[src/rtl/mux_stream_sel.sv]
// N-channel stream multiplexer with a one-word registered output stage.
// Supports a fixed-select mode and a round-robin mode, both using valid/ready handshakes.
module mux_stream_sel #(
    parameter int WIDTH = 8,
    parameter int N     = 4,
    parameter int SEL_W = 2
) (
    input  logic               clk,
    input  logic               rst,
    input  logic [N*WIDTH-1:0] in_data,
    input  logic [N-1:0]       in_valid,
    output logic [N-1:0]       in_ready,
    input  logic               mode,
    input  logic [SEL_W-1:0]   s,
    output logic [WIDTH-1:0]   out_data,
    output logic               out_valid,
    input  logic               out_ready,
    output logic [SEL_W-1:0]   out_ch
);

    logic [SEL_W-1:0] rr_ptr_r;
    logic             load_en_s;
    logic             grant_vld_s;
    logic [SEL_W-1:0] grant_idx_s;
    logic [WIDTH-1:0] grant_data_s;
    logic             xfer_s;
    logic [SEL_W:0]   rr_pick_s;

    // Round-robin pick: {found, index} of the first valid channel after ptr, wrapping at N.
    function automatic logic [SEL_W:0] rr_pick(input logic [N-1:0] v, input logic [SEL_W-1:0] ptr);
        logic [SEL_W:0] res;
        int             idx;
        res = {(SEL_W+1){1'b0}};
        for (int k = 1; k <= N; k++) begin
            idx = (int'(ptr) + k) % N;
            if (!res[SEL_W] && v[idx]) begin
                res = {1'b1, SEL_W'(idx)};
            end else begin
                res = res;
            end
        end
        return res;
    endfunction

    assign load_en_s = !out_valid || out_ready;
    assign rr_pick_s = rr_pick(in_valid, rr_ptr_r);
    assign xfer_s    = load_en_s && grant_vld_s;

    // Grant selection; an out-of-range select in fixed mode matches no channel.
    always_comb begin
        grant_vld_s = 1'b0;
        grant_idx_s = {SEL_W{1'b0}};
        if (mode == 1'b0) begin
            for (int i = 0; i < N; i++) begin
                if ((s == SEL_W'(i)) && in_valid[i]) begin
                    grant_vld_s = 1'b1;
                    grant_idx_s = SEL_W'(i);
                end else begin
                    grant_vld_s = grant_vld_s;
                end
            end
        end else begin
            grant_vld_s = rr_pick_s[SEL_W];
            grant_idx_s = rr_pick_s[SEL_W-1:0];
        end
    end

    // Data mux for the granted channel and one-hot ready back to the producers.
    always_comb begin
        grant_data_s = {WIDTH{1'b0}};
        in_ready     = {N{1'b0}};
        for (int i = 0; i < N; i++) begin
            if (grant_idx_s == SEL_W'(i)) begin
                grant_data_s = in_data[i*WIDTH +: WIDTH];
                in_ready[i]  = xfer_s && !rst;
            end else begin
                in_ready[i]  = 1'b0;
            end
        end
    end

    // Output register and round-robin pointer.
    always_ff @(posedge clk) begin
        if (rst) begin
            out_valid <= 1'b0;
            out_data  <= {WIDTH{1'b0}};
            out_ch    <= {SEL_W{1'b0}};
            rr_ptr_r  <= SEL_W'(N - 1);
        end else if (xfer_s) begin
            out_valid <= 1'b1;
            out_data  <= grant_data_s;
            out_ch    <= grant_idx_s;
            rr_ptr_r  <= grant_idx_s;
        end else if (out_ready) begin
            out_valid <= 1'b0;
        end else begin
            out_valid <= out_valid;
        end
    end

endmodule

[config.mk]
export PLATFORM = sky130hd
export DESIGN_NAME = mux_stream_sel
export DESIGN_NICKNAME = d
export VERILOG_FILES = /design/src/rtl/mux_stream_sel.sv
export SDC_FILE = /design/constraint.sdc
export NUM_CORES = 1
export LEC_CHECK = 0
export BUFFER_PORTS_ARGS = -buffer_cell sky130_fd_sc_hd__buf_2
export CORE_UTILIZATION = 43
export CTS_BUF_LIST = sky130_fd_sc_hd__clkbuf_16
export DETAILED_ROUTE_END_ITERATION = 8
export PLACE_DENSITY_LB_ADDON = 0.1
export SETUP_SLACK_MARGIN = 0.5
export SLEW_MARGIN = 0
export SYNTH_ARGS = -nofsm -noshare
export SYNTH_HDL_FRONTEND = slang
export SYNTH_SLANG_ARGS = --single-unit
[constraint.sdc]
create_clock -name clk -period 2.7 [get_ports clk]
set_clock_uncertainty 0.1 [all_clocks]
set_input_delay 0.27 -clock clk [delete_from_list [all_inputs] [get_ports clk]]
set_output_delay 0.27 -clock clk [all_outputs]
set_load 0.01 [all_outputs]
; Word level (Yosys, flattened, before mapping)
; Cells that the tools add are included.
[word_totals]
regBits = 13
word_cells = 79
in_bits = 42
out_inout_bits = 15
[op_classes]
bitwise_logic = 4
reduce_logical = 22
mux = 35
addsub = 4
n_lt_le_gt_ge = 4
eq_ne = 6
[ops]
columns = cell, n
row1 = 2-to-1 mux 8 bit, 4
row2 = 2-to-1 mux 1 bit, 20
row3 = "< comparator 3 x 4 -> 1 bit, second input constant", 4
row4 = 2-to-1 mux 3 bit, 4
row5 = logical AND 1 bit, 9
row6 = binary-select mux 1 bit (select 2 bit), 4
row7 = "== test 2 bit, second input constant", 4
row8 = OR reduction 2 bit, 4
row9 = 2-to-1 mux 2 bit, 3
row10 = logical NOT 1 bit, 5
row11 = "adder 2 x 1 -> 2 bit, second input constant", 2
row12 = "adder 2 bit, second input constant", 2
row13 = "bitwise AND 1 bit, first input constant", 4
row14 = "== test 2 x 1 -> 1 bit, second input constant", 2
row15 = logical NOT 2 bit, 2
row16 = nonzero test 2 bit, 1
row17 = logical OR 1 bit, 1

; Logic depth before layout (Yosys ltp)
; Gate-level depths: netlist of the first run.
[logic_depth]
ltp_word = 22
depth_mapped = 9
ltp_nobuf = 6

; Least setup slack after synthesis of the first run
; Ideal clock, no wire load.
[synth_path]
kind = input -> output
start = input in_valid[1]
end = output in_ready[0]
path_slack_ns = 0.708
arrival_time_ns = 1.622
n_path_buf = 2
stages = 6
required_time_ns = 2.330
cell_sequence = or4_1 -> o311a_1 -> clkbuf_1 -> a21o_1 -> buf_2 -> nor2_1
[synth_via]
elab_chain_len = 17
[synth_rtl]
columns = element, line_no
row1 = start: declaration, 11  ; input logic [N-1:0] in_valid,
row2 = binary-select mux 1 bit (select 2 bit), 36  ; if (!res[SEL_W] && v[idx]) begin
row3 = 2-to-1 mux 1 bit (implied by the code) (2 in series), 36
row4 = 2-to-1 mux 3 bit, 36
row5 = logical NOT 1 bit, 36
row6 = logical AND 1 bit, 36
row7 = 2-to-1 mux 3 bit, 36
row8 = logical NOT 1 bit, 36
row9 = logical AND 1 bit, 36
row10 = 2-to-1 mux 3 bit, 36
row11 = logical NOT 1 bit, 36
row12 = logical AND 1 bit, 36
row13 = 2-to-1 mux 3 bit, 36
row14 = 2-to-1 mux 1 bit, 53  ; if (mode == 1'b0) begin
row15 = logical AND 1 bit, 47  ; assign xfer_s = load_en_s && grant_vld_s;
row16 = logical AND 1 bit, 75  ; in_ready[i] = xfer_s && !rst;
row17 = 2-to-1 mux 1 bit (*), 73  ; if (grant_idx_s == SEL_W'(i)) begin
row18 = end: declaration, 12  ; output logic [N-1:0] in_ready,
; Mark *: on every way between the ends. The rest lies on a longest branch, timed or not. The select of a mux whose other input is x is not followed.

; Worst setup path after layout of the first run
[layout_path]
start = input in_valid[0]
end = output in_ready[0]
; The elaborated chain is that of the path after synthesis.

==> out/results.txt, run 1 <==
max incr delay on CP -> 0.54 ns
GR Overflow Total -> 0
Syn Area/Cell -> 7.01 um^2
Total Power -> 752 uW
Cells on Worst Hold Path -> 3
drc violations -> 0
setup_tns -> 0 ns
Synth Cell Area -> 953 um^2
CTS sink cnt -> 13
Slew @ Worst Pin -> 0.514 ns
die width -> 49.1 um
#FFs+latches synth -> 13
TritonCTS clock tree -> built
Crit path top cell by count -> buf_4
number of CTS-inserted buffers -> 3
Worst path slowest cell -> or4_4
Worst Setup End Kind -> output port
largest net degree at the start of global routing -> 22
Net Count, Synth -> 178
Die Area -> 0.00241 mm^2
Tcrit/Tclk final -> 81.1%
initial antenna violation count -> 0
vias in the first global route -> 1090
clock-pin slew on the worst setup and hold paths -> 0.04 ns
Power Dens Cells -> 545 mW/mm^2
WP depth -> 8
drt total wl -> 2.98 mm
delay-heaviest family, CP -> simple AND/OR/NAND/NOR gates
core area -> 0.00202 mm^2
Leak -> 0.694 nW
worst rel slew slack -> 65.6%
Vias/cell -> 5.58
Critical path buffers and inverters -> 3
gr usage total -> 26.8%
gpl congestion -> 0.863
register area share after synthesis -> 27.3%
Setup WS post-layout -> 0.509 ns
Ys Warns -> 0
initial core utilization -> 47.2%
Req. time, crit path -> 2.33 ns
Synth cell types -> 30
final setup fails -> 0
worst-skew pair later-pin latency -> 0.24 ns
DR vias -> 1221
Synth Instances -> 136
DR WL/cell -> 13.6 um
layout cells sized above 1 -> 39.6%
Pre-Repair DR Iteration Count -> 4
RSZ-0062 raised after global routing -> true
Fmax achieved -> 456 MHz
EDFF count, synth -> 0
critical path class -> in -> out
Place WS -> 0.266 ns
# rows -> 16
number of nets in the layout -> 235
status -> completed
Clock Path Buffers -> 2
max-slew violations -> 0
IO Port Bufs -> 56
ant diodes -> 0
Layout area overhead -> 44.9%
asr flop ratio synth -> 0%
Iter 0 DRT Violations -> 26
Hold Crit Class -> in -> reg
max_cap viols -> 0
Final ANT Viol Nets -> 0
startpoint types -> primary input
Arr. time, crit path -> 1.82 ns
maximum fanout along the worst path -> 6
DIE HEIGHT -> 49.1 um
crit-path cells -> buf_4 > or4_4 > a222oi_1 > buf_4 > nor2b_4 > or3b_4 > nor2_1 > buf_2
dpl hpwl -> 2.06 mm
H-tree depth -> 1
fin crit period -> 2.19 ns
Worst R2R Path Depth -> 7
Fin. Hold Viols -> 0
num ports -> 57
main flop type after synthesis -> dfxtp_1
peak supply drop -> 439 uV
Root Buffer -> clkbuf_16
first-pass GRT wire length -> 5.00 mm
==> worst register-to-register path: cells and delay by family (launching register included) <==
kind	cells	cell delay (ns)
compound gates	3	0.65
buf+inv	1	0.17
simple gates	3	0.57
flops	1	0.36
==> final timing paths <==
| path | slack, ns | end | start |
|---|---|---|---|
| min reg2reg | 0.39 | out_ch[0]$_SDFFE_PP0P_ | out_ch[0]$_SDFFE_PP0P_ |
| min | 0.24 | out_valid$_SDFFE_PP0P_ | out_ready |
| max | 0.51 | in_ready[0] | in_valid[0] |
| max reg2reg | 0.73 | out_data[2]$_SDFFE_PP0P_ | rr_ptr_r[0]$_SDFFE_PP1P_ |
==> routing by layer <==
metal  up-vias  wire [um]  GRT usage, %
met5         -          0             0
met4         0         55          12.3
li1        597          -             -
met3         6        151          4.36
met2        48       1510          46.1
met1       570       1260          32.3
==> timing repair <==
action,in CTS,in global routing
buffers inserted,2,2
setup endpoints to repair,4,7
pin swaps,2,2
hold buffers,0,0
resized for setup,13,1
==> synth_stat cells (2+ instances only) <==
cell      instances  share of area [%]
o21ai_0           4                2.1
nor2b_1           5                3.3
nor4_1            8                5.2
nand2_1          19                7.5
buf_6             2                2.4
clkbuf_1          5                2.0
nand2b_1          5                3.3
a211oi_1         17                 13
mux2i_1           2                2.1
buf_2             2                1.0
a21oi_1           2                1.0
nor2_1           34                 13
dfxtp_1          13                 27
and3b_1           2                1.8
==> power breakdown <==
part	switching, mW	total [mW]	internal [mW]
sequential	0.0183	0.236	0.218
clock	0.0821	0.277	0.195
combinational	0.130	0.239	0.109
==> placed cells by master, fill, tap and decap left out <==
master	instances
nand2b_1	5
nor4_1	8
a222oi_1	1
a21oi_1	2
a211oi_2	1
o21bai_1	1
o21ai_0	4
nor3_1	1
buf_4	7
o221ai_2	1
nor2b_1	4
dfxtp_1	11
nor2_1	34
a21boi_0	1
inv_1	1
mux2_1	1
buf_2	55
mux2i_1	2
nand3b_1	1
mux2_2	1
or4_4	1
nor3b_1	1
and3b_1	2
o311a_1	1
a211oi_1	16
nand2_1	19
clkbuf_16	3
o2111ai_2	1
a21o_4	1
nand2b_2	1
nor2b_4	1
or3b_4	1
dfxtp_4	2
==> metrics by stage <==
step           hold WS (ns)  utilization (%)  instances  cell area, um^2
6_report              0.240             68.3        219             1380
5_1_grt               0.263             68.3        219             1380
4_1_cts               0.244             67.3        217             1360
3_5_place_dp          0.379             60.5        211             1220
3_3_place_gp          0.376             60.5        211             1220
2_1_floorplan         0.248                -        136              953
==> cell type report <==
class / instances / area, um^2
multi-input cells: 113 / 673
well taps: 27 / 33.8
clock buffers: 3 / 75.1
clock inverters: 1 / 3.75
fillers: 177 / 641
flip-flops and latches: 13 / 268
repair buffers: 62 / 328
==> state kept, by name (all words and copies together), names as in the netlist <==
signal / flops
out_data: 8
out_ch: 2
rr_ptr_r: 2
out_valid: 1
==> logic make-up after synthesis <==
kind of cell	Yosys count	synth area share, %
AND/OR/NAND/NOR	79	39.2
multiplexers	4	4.46
flip-flops	13	27.3
buffers and inverters	10	6.17
AO/OA/AOI/OAI	30	22.8
Power figures use the tool's default switching activity.
==> inputs of run 2 (changes only) <==
- ABC_AREA: not set -> 1
- CORE_UTILIZATION: 43 -> 46
- clock period: 2.7 -> 2.2 ns (I/O delays scaled with it)
==> run 2 against run 1 <==
  * Total power is 120% higher
  * Sequential power up 39%
  * The flow now finishes with violations (setup timing)
  * Final cell count increased by 38%
  * Register-to-register slack lost 0.64 ns
  * Largest cell class unchanged
  * First-iteration DRC count rose by 46%
  * Die area is 18% higher
  * Routed wire length increased by 26%
  * Non-clock buffer count rose by 10
==> out/results.txt, run 2 <==
Layout area overhead -> 59.7% (was 44.9%)
Pre-Repair DR Iteration Count -> 4 (unchanged)
Arr. time, crit path -> 1.90 ns (was 1.82 ns)
Crit path top cell by count -> nand2_2 (was buf_4)
drc violations -> 0 (unchanged)
top cell type's share of synthesized area -> 21.5% (was 27.3%)
H-tree depth -> 1 (unchanged)
IO Port Bufs -> 56 (unchanged)
largest area contributor in the netlist -> dfxtp_1 (unchanged)
most common cell after layout, fill and taps aside -> buf_2 (unchanged)
main flop type after synthesis -> dfxtp_1 (unchanged)
max_cap viols -> 0 (unchanged)
number of CTS-inserted buffers -> 3 (unchanged)
largest net degree at the start of global routing -> 15 (was 22)
Synth Instances -> 201 (was 136)
final core utilization -> 78.0% (was 68.3%)
first-pass GRT wire length -> 5.08 mm (was 5.00 mm)
Clock Path Buffers -> 2 (unchanged)
CTS sink cnt -> 13 (unchanged)
vias in the first global route -> 1244 (was 1090)
initial antenna violation count -> 0 (unchanged)
violations in the final reports -> setup timing
layout cells sized above 1 -> 51.8% (was 39.6%)
Root Buffer -> clkbuf_16 (unchanged)
crit-path cells -> buf_6 > nand2_1 > nand3_1 > nand2_2 > nand4_1 > nand2_2 > inv_2 > nand3_2 > nand2_4 > inv_8 > nand2_8 > nor2_2 > buf_2 (was buf_4 > or4_4 > a222oi_1 > buf_4 > nor2b_4 > or3b_4 > nor2_1 > buf_2)
Final ANT Viol Nets -> 0 (unchanged)
initial core utilization -> 48.8% (was 47.2%)
#FFs+latches synth -> 13 (unchanged)
Leak -> 1.01 nW (was 0.694 nW)
asr flop ratio synth -> 0% (unchanged)
Critical path buffers and inverters -> 4 (was 3)
ant diodes -> 0 (unchanged)
num ports -> 57 (unchanged)
Synth cell types -> 24 (was 30)
Tcrit/Tclk final -> 101%
Worst path slowest cell -> dfxtp_4 (was or4_4)
critical path class -> reg -> out (was in -> out)
largest register by flop count -> out_data (unchanged)
DIE HEIGHT -> 53.3 um (was 49.1 um)
maximum fanout along the worst path -> 8 (was 6)
Hold Crit Class -> in -> reg (unchanged)
TritonCTS clock tree -> built (unchanged)
GR Overflow Total -> 0 (unchanged)
gr usage total -> 24.4% (was 26.8%)
Die Area -> 0.00284 mm^2 (was 0.00241 mm^2)
worst-skew pair later-pin latency -> 0.24 ns (about the same)
reg-to-reg setup timing slack -> 0.09 ns (was 0.73 ns)
DR WL/cell -> 12.4 um (was 13.6 um)
RSZ-0062 raised after global routing -> true (unchanged)
Largest regs -> out_data: 8 flops, out_ch: 2 flops, rr_ptr_r: 2 flops (unchanged)
dpl hpwl -> 2.36 mm (was 2.06 mm)
Iter 0 DRT Violations -> 38 (was 26)
max incr delay on CP -> 0.39 ns (was 0.54 ns)
Net Count, Synth -> 243 (was 178)
# rows -> 18 (was 16)
clock-pin slew on the worst setup and hold paths -> 0.04 ns (about the same)
Power Dens Cells -> 849 mW/mm^2 (was 545 mW/mm^2)
EDFF count, synth -> 0 (unchanged)
Req. time, crit path -> 1.88 ns (was 2.33 ns)
Worst Setup End Kind -> output port (unchanged)
Fmax achieved -> 451 MHz
core area -> 0.00248 mm^2 (was 0.00202 mm^2)
Syn Area/Cell -> 6.02 um^2 (was 7.01 um^2)
Setup WS post-layout -> -0.0165 ns (was 0.509 ns)
Worst Setup SP -> rr_ptr_r[0]$_SDFFE_PP1P_ (was in_valid[0])
Ys Warns -> 0 (unchanged)
max-slew violations -> 0 (unchanged)
Critical R2R Launch -> rr_ptr_r[0]$_SDFFE_PP1P_ (unchanged)
Filler Cell Count -> 183 (was 177)
Total Power -> 1.64 mW (was 752 uW)
status -> finished, violations left (was completed)
gpl congestion -> 0.787 (was 0.863)
max reg flops -> 8 (unchanged)
DP Area -> 0.00154 mm^2 (was 0.00122 mm^2)
Fin. Hold Viols -> 0 (unchanged)
count leader, synth -> nand2_1 (was nor2_1)
final setup fails -> 1 (was 0)
worst rel slew slack -> 79.4% (was 65.6%)
Vias/cell -> 5.16 (was 5.58)
most instantiated cells after synthesis -> nand2_1 (65), inv_1 (23), nand3_1 (23) (was nor2_1 (34), nand2_1 (19), a211oi_1 (17))
number of nets in the layout -> 315 (was 235)
most frequent cells in the layout -> buf_2 (56), nand2_1 (46), nand2_2 (28) (was buf_2 (55), nor2_1 (34), nand2_1 (19))
design area -> 0.00193 mm^2 (was 0.00138 mm^2)
peak supply drop -> 549 uV (was 439 uV)
drt total wl -> 3.74 mm (was 2.98 mm)
DR vias -> 1558 (was 1221)
Slew @ Worst Pin -> 0.309 ns (was 0.514 ns)
register area share after synthesis -> 21.5% (was 27.3%)
die width -> 53.3 um (was 49.1 um)
fin crit period -> 2.22 ns
startpoint types -> flop (was primary input)
hold path startpoint -> in_data[26] (was out_ready)
Synth Cell Area -> 0.00121 mm^2 (was 953 um^2)
cts-stage hold buffer count -> 0 (unchanged)
delay-heaviest family, CP -> simple AND/OR/NAND/NOR gates (unchanged)
Synth area leaders -> dfxtp_1 (22%), nand2_1 (20%), nand3_1 (9.5%) (was dfxtp_1 (27%), a211oi_1 (13%), nor2_1 (13%))
run 2: cell types whose count changed in the layout (fill, tap and decap cells not counted), moves of 7 or more:
cell and change:
nor4_1 -8, nor2_1 -25, nand2_2 +28, nand3_2 +7, nand3_1 +18, nand2_1 +27, inv_1 +22, nand4_1 +7
a211oi_1 -16
run 2: report_power, final:
group / switching, mW / total [mW] / leakage, nW / internal [mW]
clock: 0.0942 / 0.333 / 0.0423 / 0.239
sequential: 0.0431 / 0.328 / 0.108 / 0.284
combinational: 0.564 / 0.979 / 0.865 / 0.414
run 2: path summary, 6_finish.rpt:
kind,cells after the start,end
max,13,in_ready[3]
min,5,out_data[2]$_SDFFE_PP0P_
max reg2reg,16,out_data[7]$_SDFFE_PP0P_
min reg2reg,2,out_ch[1]$_SDFFE_PP0P_
run 2: kinds of logic after synthesis:
kind of cell	Yosys count	synth area share [%]
AND/OR/NAND/NOR	134	54.2
buffers and inverters	35	14.3
AO/OA/AOI/OAI	19	10.0
flip-flops	13	21.5
run 2: metal layers:
metal	global-route usage, %	vias to the layer above	routed length (um)
met5	0	-	0
met4	4.82	0	118
met3	5.17	16	226
met2	47.5	76	1980
met1	26.2	678	1420
li1	-	788	-
run 2: what timing repair did:
action / CTS / global route
endpoints found under the setup margin: 17 / 17
pin swaps: 10 / 18
cloned: 1 / 1
buffers inserted: 13 / 1
resized for setup: 23 / 28
run 2: tightest hold or removal path: stages:
cell and delay (ns):
buf_2 0.08, nand2_1 0.04, nand2_1 0.05, nor2_1 0.04
nor2_1 0.06
run 2: per-stage QoR:
stage / TNS, ns / hold WS [ns] / setup WS [ns] / cells
after global routing: -0.470 / 0.201 / -0.114 / 302
after CTS: 0 / 0.183 / 0.0827 / 300
after floorplan: 0 / 0.326 / 0.374 / 201
after global placement: 0 / 0.348 / 0.0900 / 282
after detailed placement: 0 / 0.358 / 0.0713 / 282
final: -0.0165 / 0.185 / -0.0165 / 302
run 2: layout make-up:
class	count	area (um^2)	area share [%]
well taps	30	37.5	1.94
inverters	29	139	7.19
repair inverters	1	6.26	0.324
clock buffers	3	75.1	3.89
flip-flops and latches	13	268	13.9
multi-input cells	153	946	49.0
repair buffers	72	457	23.6
clock inverters	1	3.75	0.194
